===== config.mk =====
export PLATFORM = sky130hd
export DESIGN_NAME = serial_frame_tx
export DESIGN_NICKNAME = d
export VERILOG_FILES = /design/src/rtl/serial_frame_tx.sv
export SDC_FILE = /design/constraint.sdc
export NUM_CORES = 1
export LEC_CHECK = 0
export CAP_MARGIN = 20
export CORE_MARGIN = 5
export CORE_UTILIZATION = 42
export DETAILED_ROUTE_END_ITERATION = 10
export PLACE_DENSITY = 0.65
export SYNTH_ARGS = -nofsm -noshare
export SYNTH_HDL_FRONTEND = slang
export SYNTH_SLANG_ARGS = --single-unit

===== constraint.sdc =====
create_clock -name i_clk -period 2.5 [get_ports i_clk]
set_clock_uncertainty 0.1 [all_clocks]
set_input_delay 0.625 -clock i_clk [delete_from_list [all_inputs] [get_ports i_clk]]
set_output_delay 0.625 -clock i_clk [all_outputs]
set_load 0.005 [all_outputs]

===== src/rtl/serial_frame_tx.sv =====
// serial_frame_tx: framed parallel-to-serial transmitter (start, LSB-first data, optional parity, stop)
module serial_frame_tx #(
  parameter int DATA_W = 8,
  parameter int CLKS_PER_BIT = 1,
  parameter int PARITY_EN = 1,
  parameter int PARITY_ODD = 0
) (
  input  logic              i_clk,
  input  logic              i_rst,
  input  logic [DATA_W-1:0] i_data,
  input  logic              i_valid,
  output logic              o_ready,
  output logic              o_d,
  output logic              o_busy,
  output logic              o_done
);
  localparam int TW = CLKS_PER_BIT > 1 ? $clog2(CLKS_PER_BIT) : 1;
  localparam int IW = DATA_W > 1 ? $clog2(DATA_W) : 1;
  localparam logic [TW-1:0] RELOAD = TW'(CLKS_PER_BIT - 1);
  localparam logic [IW-1:0] LAST = IW'(DATA_W - 1);
  typedef enum logic [2:0] {IDLE, START, DATA, PARITY, STOP} state_t;
  state_t state, state_n;
  logic [DATA_W-1:0] shreg, shreg_n;
  logic [IW-1:0] idx, idx_n;
  logic [TW-1:0] timer, timer_n;
  logic par, par_n, d_n, done_n, tick, accept;
  assign tick = timer == '0;
  assign o_ready = (state == IDLE) & ~i_rst;
  assign accept = i_valid & o_ready;
  always_comb begin
    state_n = state;
    shreg_n = shreg;
    idx_n = idx;
    par_n = par;
    done_n = 1'b0;
    timer_n = tick ? RELOAD : timer - TW'(1);
    case (state)
      IDLE: begin
        timer_n = '0;
        if (accept) begin
          state_n = START;
          shreg_n = i_data;
          idx_n = '0;
          timer_n = RELOAD;
          par_n = PARITY_ODD != 0 ? ~^i_data : ^i_data;
        end
      end
      START: state_n = tick ? DATA : START;
      DATA: if (tick) begin
        if (idx == LAST) state_n = PARITY_EN != 0 ? PARITY : STOP;
        else begin
          idx_n = idx + IW'(1);
          shreg_n = shreg >> 1;
        end
      end
      PARITY: state_n = tick ? STOP : PARITY;
      STOP: if (tick) begin
        state_n = IDLE;
        done_n = 1'b1;
      end
      default: state_n = IDLE;
    endcase
    d_n = state_n == START ? 1'b0 : state_n == DATA ? shreg_n[0] : state_n == PARITY ? par_n : 1'b1;
  end
  always_ff @(posedge i_clk) begin
    if (i_rst) begin
      state <= IDLE;
      shreg <= '0;
      idx <= '0;
      timer <= '0;
      par <= 1'b0;
      o_d <= 1'b1;
      o_busy <= 1'b0;
      o_done <= 1'b0;
    end else begin
      state <= state_n;
      shreg <= shreg_n;
      idx <= idx_n;
      timer <= timer_n;
      par <= par_n;
      o_d <= d_n;
      o_busy <= state_n != IDLE;
      o_done <= done_n;
    end
  end
endmodule

; ---- Word level (Yosys, flattened, before mapping)
; Cells that the tools add are included.
[word_totals]
in_bits = 11
out_inout_bits = 4
word_cells = 55
ff_bits = 19
[classes]
bitwise = 5
add_sub_neg = 2
mux = 21
n_reduce_logical = 7
n_eq_ne = 11
[ops]
columns = operator, n
row1 = $mux W3, 8
row2 = $mux W8, 3
row3 = $pmux W8 S2, 1
row4 = $pmux W3 S5, 1
row5 = $eq A3 B2 Y1 const B, 4
row6 = $reduce_xor A8 Y1, 1
row7 = $eq A3 B1 Y1 const B, 2
row8 = $eq A3 B3 Y1 const B, 2
row9 = $mux W1, 6
row10 = $ne A2 B2 Y1 const B, 3
row11 = $pmux W3 S2, 1
row12 = $reduce_and A4 Y1, 1
row13 = $add A3 B1 Y3 const B, 1
row14 = $logic_not A3 Y1, 1
row15 = $not A1 Y1, 3
row16 = $reduce_bool A3 Y1, 1
row17 = $reduce_or A3 Y1, 1
row18 = $and A1 B1 Y1, 2
row19 = $mux W2, 1
row20 = $reduce_bool A2 Y1, 1
row21 = $reduce_or A2 Y1, 1
row22 = $sub A1 B1 Y1 const B, 1

; ---- Longest topological paths before layout
[logic_depth]
depth_word = 9
ltp_mapped = 8
ltp_nobuf = 6

; ---- Least setup slack after synthesis
; No wires, ideal clock.
[synth_timing]
kind = input to register
startpoint = in i_rst
endpoint = reg o_d
t_required_ps = 2278
setup_ps = 122
stages = 6
t_arrival_ps = 2085
slack_ps = 193
n_path_buf = 1
cell_sequence = clkbuf_1 or3_4 nor3b_4 nor2_1 a211o_1 a311o_1
[synth_between]
elab_chain_cells = 9
elab_cells_between_ends = 15
cone_classes = eq/ne: 3 / mux: 9 / bitwise: 3
[synth_rtl]
columns = element, line_no
row1 = from (decl), 9  ; input logic i_rst,
row2 = $not A1 Y1, 28  ; assign o_ready = (state == IDLE) & ~i_rst;
row3 = $and A1 B1 Y1, 28
row4 = $and A1 B1 Y1, 29  ; assign accept = i_valid & o_ready;
row5 = $mux W3, 40  ; if (accept) begin
row6 = $pmux W3 S5, 37  ; case (state)
row7 = $eq A3 B2 Y1, 63  ; d_n = state_n == START ? 1'b0 : state_n == DATA ? shreg_n[0] : state_n == PARITY ? par_n : 1'b1;
row8 = $mux W1 (3 in a row), 63
row9 = to (signal assigned), 81  ; o_d <= d_n;
row10 = to (decl), 13  ; output logic o_d,
; Several ways; a longest one is shown, not always the timed one. The select of a mux whose other input is x is not followed.
; A chain may end at the register's enable or synchronous reset.

; ---- Worst setup path after layout
[layout_timing]
startpoint = in i_rst
endpoint = out o_ready
[layout_between]
elab_chain_cells = 2
[layout_rtl]
columns = element, line_no
row1 = $not A1 Y1, 28
row2 = $and A1 B1 Y1, 28
row3 = to (decl), 12  ; output logic o_ready,
; No other way between the ends.

==> results.md <==
- The number of design-rule violations left by the first detailed-router iteration is 12.
- The longest clock path from root to sink contains 2 buffers.
- The wire length of the first global-routing pass is 2900 µm.
- STA classifies the critical path endpoint as an output pin.
- In the final timing run, aggregate negative setup slack is 0 ns.
- The kind of critical path is input port to output pin.
- The sequential cell area fraction in the yosys report is 42.5%.
- The flow ran to the end, and the final reports show no timing, DRC or antenna violations.
- The count of final hold-check violations is 0.
- The number of gates resized after CTS was 1.
- The peak clock frequency supported by timing is 412 MHz.
- In this run the worst path has a maximum fanout of 3.
- In this run the remaining antenna-violating nets after routing total 0.
- The maximum number of pins on one net before global-route repair is 19.
- After clock tree synthesis, the flow added hold-fix buffers numbering 0.
- The final cycle utilization of the critical path is 97.1%.
- Counting flops and latches in the post-synthesis netlist gives 19.
- The number of DRC violations after detailed routing is 0.
- Measured along the x axis, the die boundary spans 56.2 µm.
- Of the cells placed in the final design, the portion with a size suffix greater than 1 is 12.0%.
- The floorplan has 16 rows.
- Setup repair after global routing left no endpoint under its margin.
- The routed wire length is 1700 µm.
- The number of CTS-inserted buffers is 3.
- The insertion delay to the later sink of the worst-skew pair is 0.28 ns.
- The clock-pin slew reported for the worst setup and hold paths after clock tree synthesis is 0.09 ns.
- The number of distinct library cells after synthesis is 29.
- For this run, global-route usage on met3 was measured as 2.78%.
- sky130_fd_sc_hd__dfxtp_1 takes more of the synthesized area than any other cell.
- The count of yosys warnings during synthesis is 0.
- The placer's final routability congestion estimate is 0.825.
- In this run the count of I/O pins placed on the die edge is 15.
- The area of the core is 2000 µm².
- The repair_antennas step left the layout with diodes totalling 0.
- By area the synthesized netlist is led by sky130_fd_sc_hd__dfxtp_1, sky130_fd_sc_hd__a21oi_1, sky130_fd_sc_hd__xnor2_1.
- Global routing consumed, on the met2 layer, 19.7% of the routing resources.
- Once the clock tree was built, the setup fixing pass inserted 0 buffers.
- Data arrives at the worst endpoint at 1.70 ns.
- The post-layout minimum cycle time is 2.43 ns.
- The mean routed wirelength per cell is 11.8 µm.
- The required time at the endpoint of the critical path is 1.77 ns.
- The largest stage delay on the critical path is 0.42 ns.
- Setup violations remaining at the end of the flow were counted as 0.
- The total power divided by cell area is 522 nW/µm².
- The TritonCTS clock tree is built.
- For this run, the detailed router's first-pass iteration total came to 4.
- The placed wire-length estimate is 1290 µm.
- In this run the vertical extent of the chip is 56.2 µm.
- Clock tree synthesis found a total of 19 sinks.
- Global routing consumed, on the met1 layer, 13.4% of the routing resources.
- The number of global-route vias before repair came to 710.
- The signal on the critical path passes through clkdlybuf4s50_1 -> or3_4 -> nor2_1 -> dlygate4sd2_1.
- The number of pins exceeding their max-slew limit in the final report is 0.
- Final hold analysis gives a worst-case slack of 0.363 ns.
- The die covers 3160 µm².
- Synthesis produced a netlist with a net count of 113.
- The H-tree level count is 1.
- For this run, the total global-route usage over all layers was measured as 11.6%.
- From synthesis to final layout, the design area changed by 23.6%.
- The number of vias in the routed layout is 744.
- STA classifies the critical path startpoint as an input port.
- The root buffer cell is sky130_fd_sc_hd__clkbuf_4.
- Max-cap violations in this run came to 0.
- The cell area that synthesis handed to floorplanning was 896 µm².
- Synthesis produced 100 cells.
- IR analysis of the VDD net gives a maximum drop of 0.343 mV.
- After global routing the overflow that remains totals 0.
- Among all stages on the critical path, the largest delay is contributed by sky130_fd_sc_hd__clkdlybuf4s50_1.
- The path class of the lowest-slack min-delay path is flop to flop.
- The global routing stage identified its most utilized layer as met2.
- The mean area per synthesized cell is 8.96 µm².
- After filler insertion, the fill cell instance count of the layout stands at 195.
- The post-detailed-route via-to-cell ratio is 5.17.
- The number of I/O port buffers is 14.
- Summed over all cells, the static leakage comes to 0.000406 µW.
- The post-layout net count is 131.
- The initial utilization of the core area, before any placement, comes to 44.7%.
- Summed over its instances, the top area cell type makes up 42.5% of the synthesized netlist area.
- The initial antenna violation count was 0.
-- worst max-delay path, delay by kind of cell --
kind,cells,cell delay (ns)
buffers and inverters,2,0.65
AND/OR/NAND/NOR,2,0.42
-- per-stage QoR --
| stage | cells | setup slack [ns] | instance area [µm²] | power [µW] | util [%] |
|---|---|---|---|---|---|
| 2_1_floorplan | 100 | 0.193 | 896 | 398 | - |
| 3_3_place_gp | 140 | -0.206 | 1080 | 441 | 54.1 |
| 3_5_place_dp | 140 | -0.199 | 1080 | 442 | 54.1 |
| 4_1_cts | 144 | 0.0633 | 1110 | 591 | 55.3 |
| 5_1_grt | 144 | 0.0303 | 1110 | 616 | 55.3 |
| 6_report | 144 | 0.0719 | 1110 | 578 | 55.3 |
-- cell usage in the layout, fill, tap and decap left out, drive strengths merged --
cell | synthesis | final
a211o | 1 | 1
a211oi | 1 | 1
a21o | 1 | 1
a21oi | 13 | 13
a22o | 1 | 1
a22oi | 7 | 7
a311o | 1 | 1
buf | 4 | 7
clkbuf | 4 | 4
clkdlybuf4s50 | 0 | 13
conb | 1 | 1
dfxtp | 19 | 19
dlygate4sd2 | 0 | 1
ha | 2 | 2
mux2i | 1 | 1
nand2 | 9 | 9
nand2b | 1 | 1
nand3 | 2 | 2
nand3b | 3 | 3
nor2 | 9 | 9
nor2b | 1 | 1
nor3 | 3 | 3
nor3b | 4 | 4
o211ai | 2 | 2
or2 | 1 | 1
or3 | 1 | 1
xnor2 | 7 | 7
xor2 | 1 | 1
-- synthesized netlist by cell type --
master                     count
sky130_fd_sc_hd__nor3_1        3
sky130_fd_sc_hd__or3_4         1
sky130_fd_sc_hd__buf_4         2
sky130_fd_sc_hd__buf_2         2
sky130_fd_sc_hd__a21o_1        1
sky130_fd_sc_hd__a22oi_1       7
sky130_fd_sc_hd__nor2_1        9
sky130_fd_sc_hd__nor2b_1       1
sky130_fd_sc_hd__a211oi_1      1
sky130_fd_sc_hd__clkbuf_1      4
sky130_fd_sc_hd__nor3b_2       1
sky130_fd_sc_hd__a211o_1       1
sky130_fd_sc_hd__nand2_1       9
sky130_fd_sc_hd__o211ai_1      2
sky130_fd_sc_hd__nand3_1       2
sky130_fd_sc_hd__xnor2_1       7
sky130_fd_sc_hd__mux2i_1       1
sky130_fd_sc_hd__nor3b_1       2
sky130_fd_sc_hd__nor3b_4       1
sky130_fd_sc_hd__or2_2         1
sky130_fd_sc_hd__conb_1        1
sky130_fd_sc_hd__dfxtp_1      19
sky130_fd_sc_hd__xor2_1        1
sky130_fd_sc_hd__nand3b_1      3
sky130_fd_sc_hd__ha_1          2
sky130_fd_sc_hd__a311o_1       1
sky130_fd_sc_hd__a22o_1        1
sky130_fd_sc_hd__nand2b_1      1
sky130_fd_sc_hd__a21oi_1      13
-- per-layer routing --
layer | share of wire (%) | wire [µm] | vias up
li1 | - | - | 381
met1 | 47 | 799 | 345
met2 | 47 | 802 | 16
met3 | 5.1 | 87 | 2
met4 | 0.76 | 13 | 0
met5 | 0 | 0 | -
-- state kept, by name, indices dropped and copies added, names as in the netlist --
register	flops
timer	1
o_d	1
o_busy	1
idx	3
par	1
o_done	1
shreg	8
state	3
-- path summary, 6_finish.rpt --
kind | startpoint | endpoint | slack [ns] | cells past startpoint
worst max-delay path | i_rst | o_ready | 0.07 | 4
worst min-delay path | shreg[2] | shreg[2] | 0.36 | 2
worst max register to register | state[0] | o_d | 0.41 | 6
worst min register to register | shreg[2] | shreg[2] | 0.36 | 2
-- report_power, final --
part | switching [µW] | total (µW) | internal (µW)
clock network | 83.2 | 145 | 61.9
registers | 10.2 | 327 | 316
logic | 45.2 | 106 | 61.1
-- logic make-up after synthesis --
logic type / after synthesis / share of synthesized area [%]
AND/OR/NAND/NOR: 34 / 21.4
AO/OA/AOI/OAI: 27 / 19.6
flip-flops: 19 / 42.5
XOR/XNOR: 8 / 7.82
buffers and inverters: 8 / 4.47
adder cells (fa/ha/maj): 2 / 2.79
other: 1 / 0.419
multiplexers: 1 / 1.12
-- final cells by class --
type / instances / area [µm²] / area share, %
sequential: 19 / 380 / 34.4
multi-input combinational: 73 / 475 / 42.9
timing repair buffer: 21 / 191 / 17.3
tap: 27 / 33.8 / 3.05
clock buffer: 4 / 26.3 / 2.37
No activity file was read; power rests on OpenSTA's default activity.
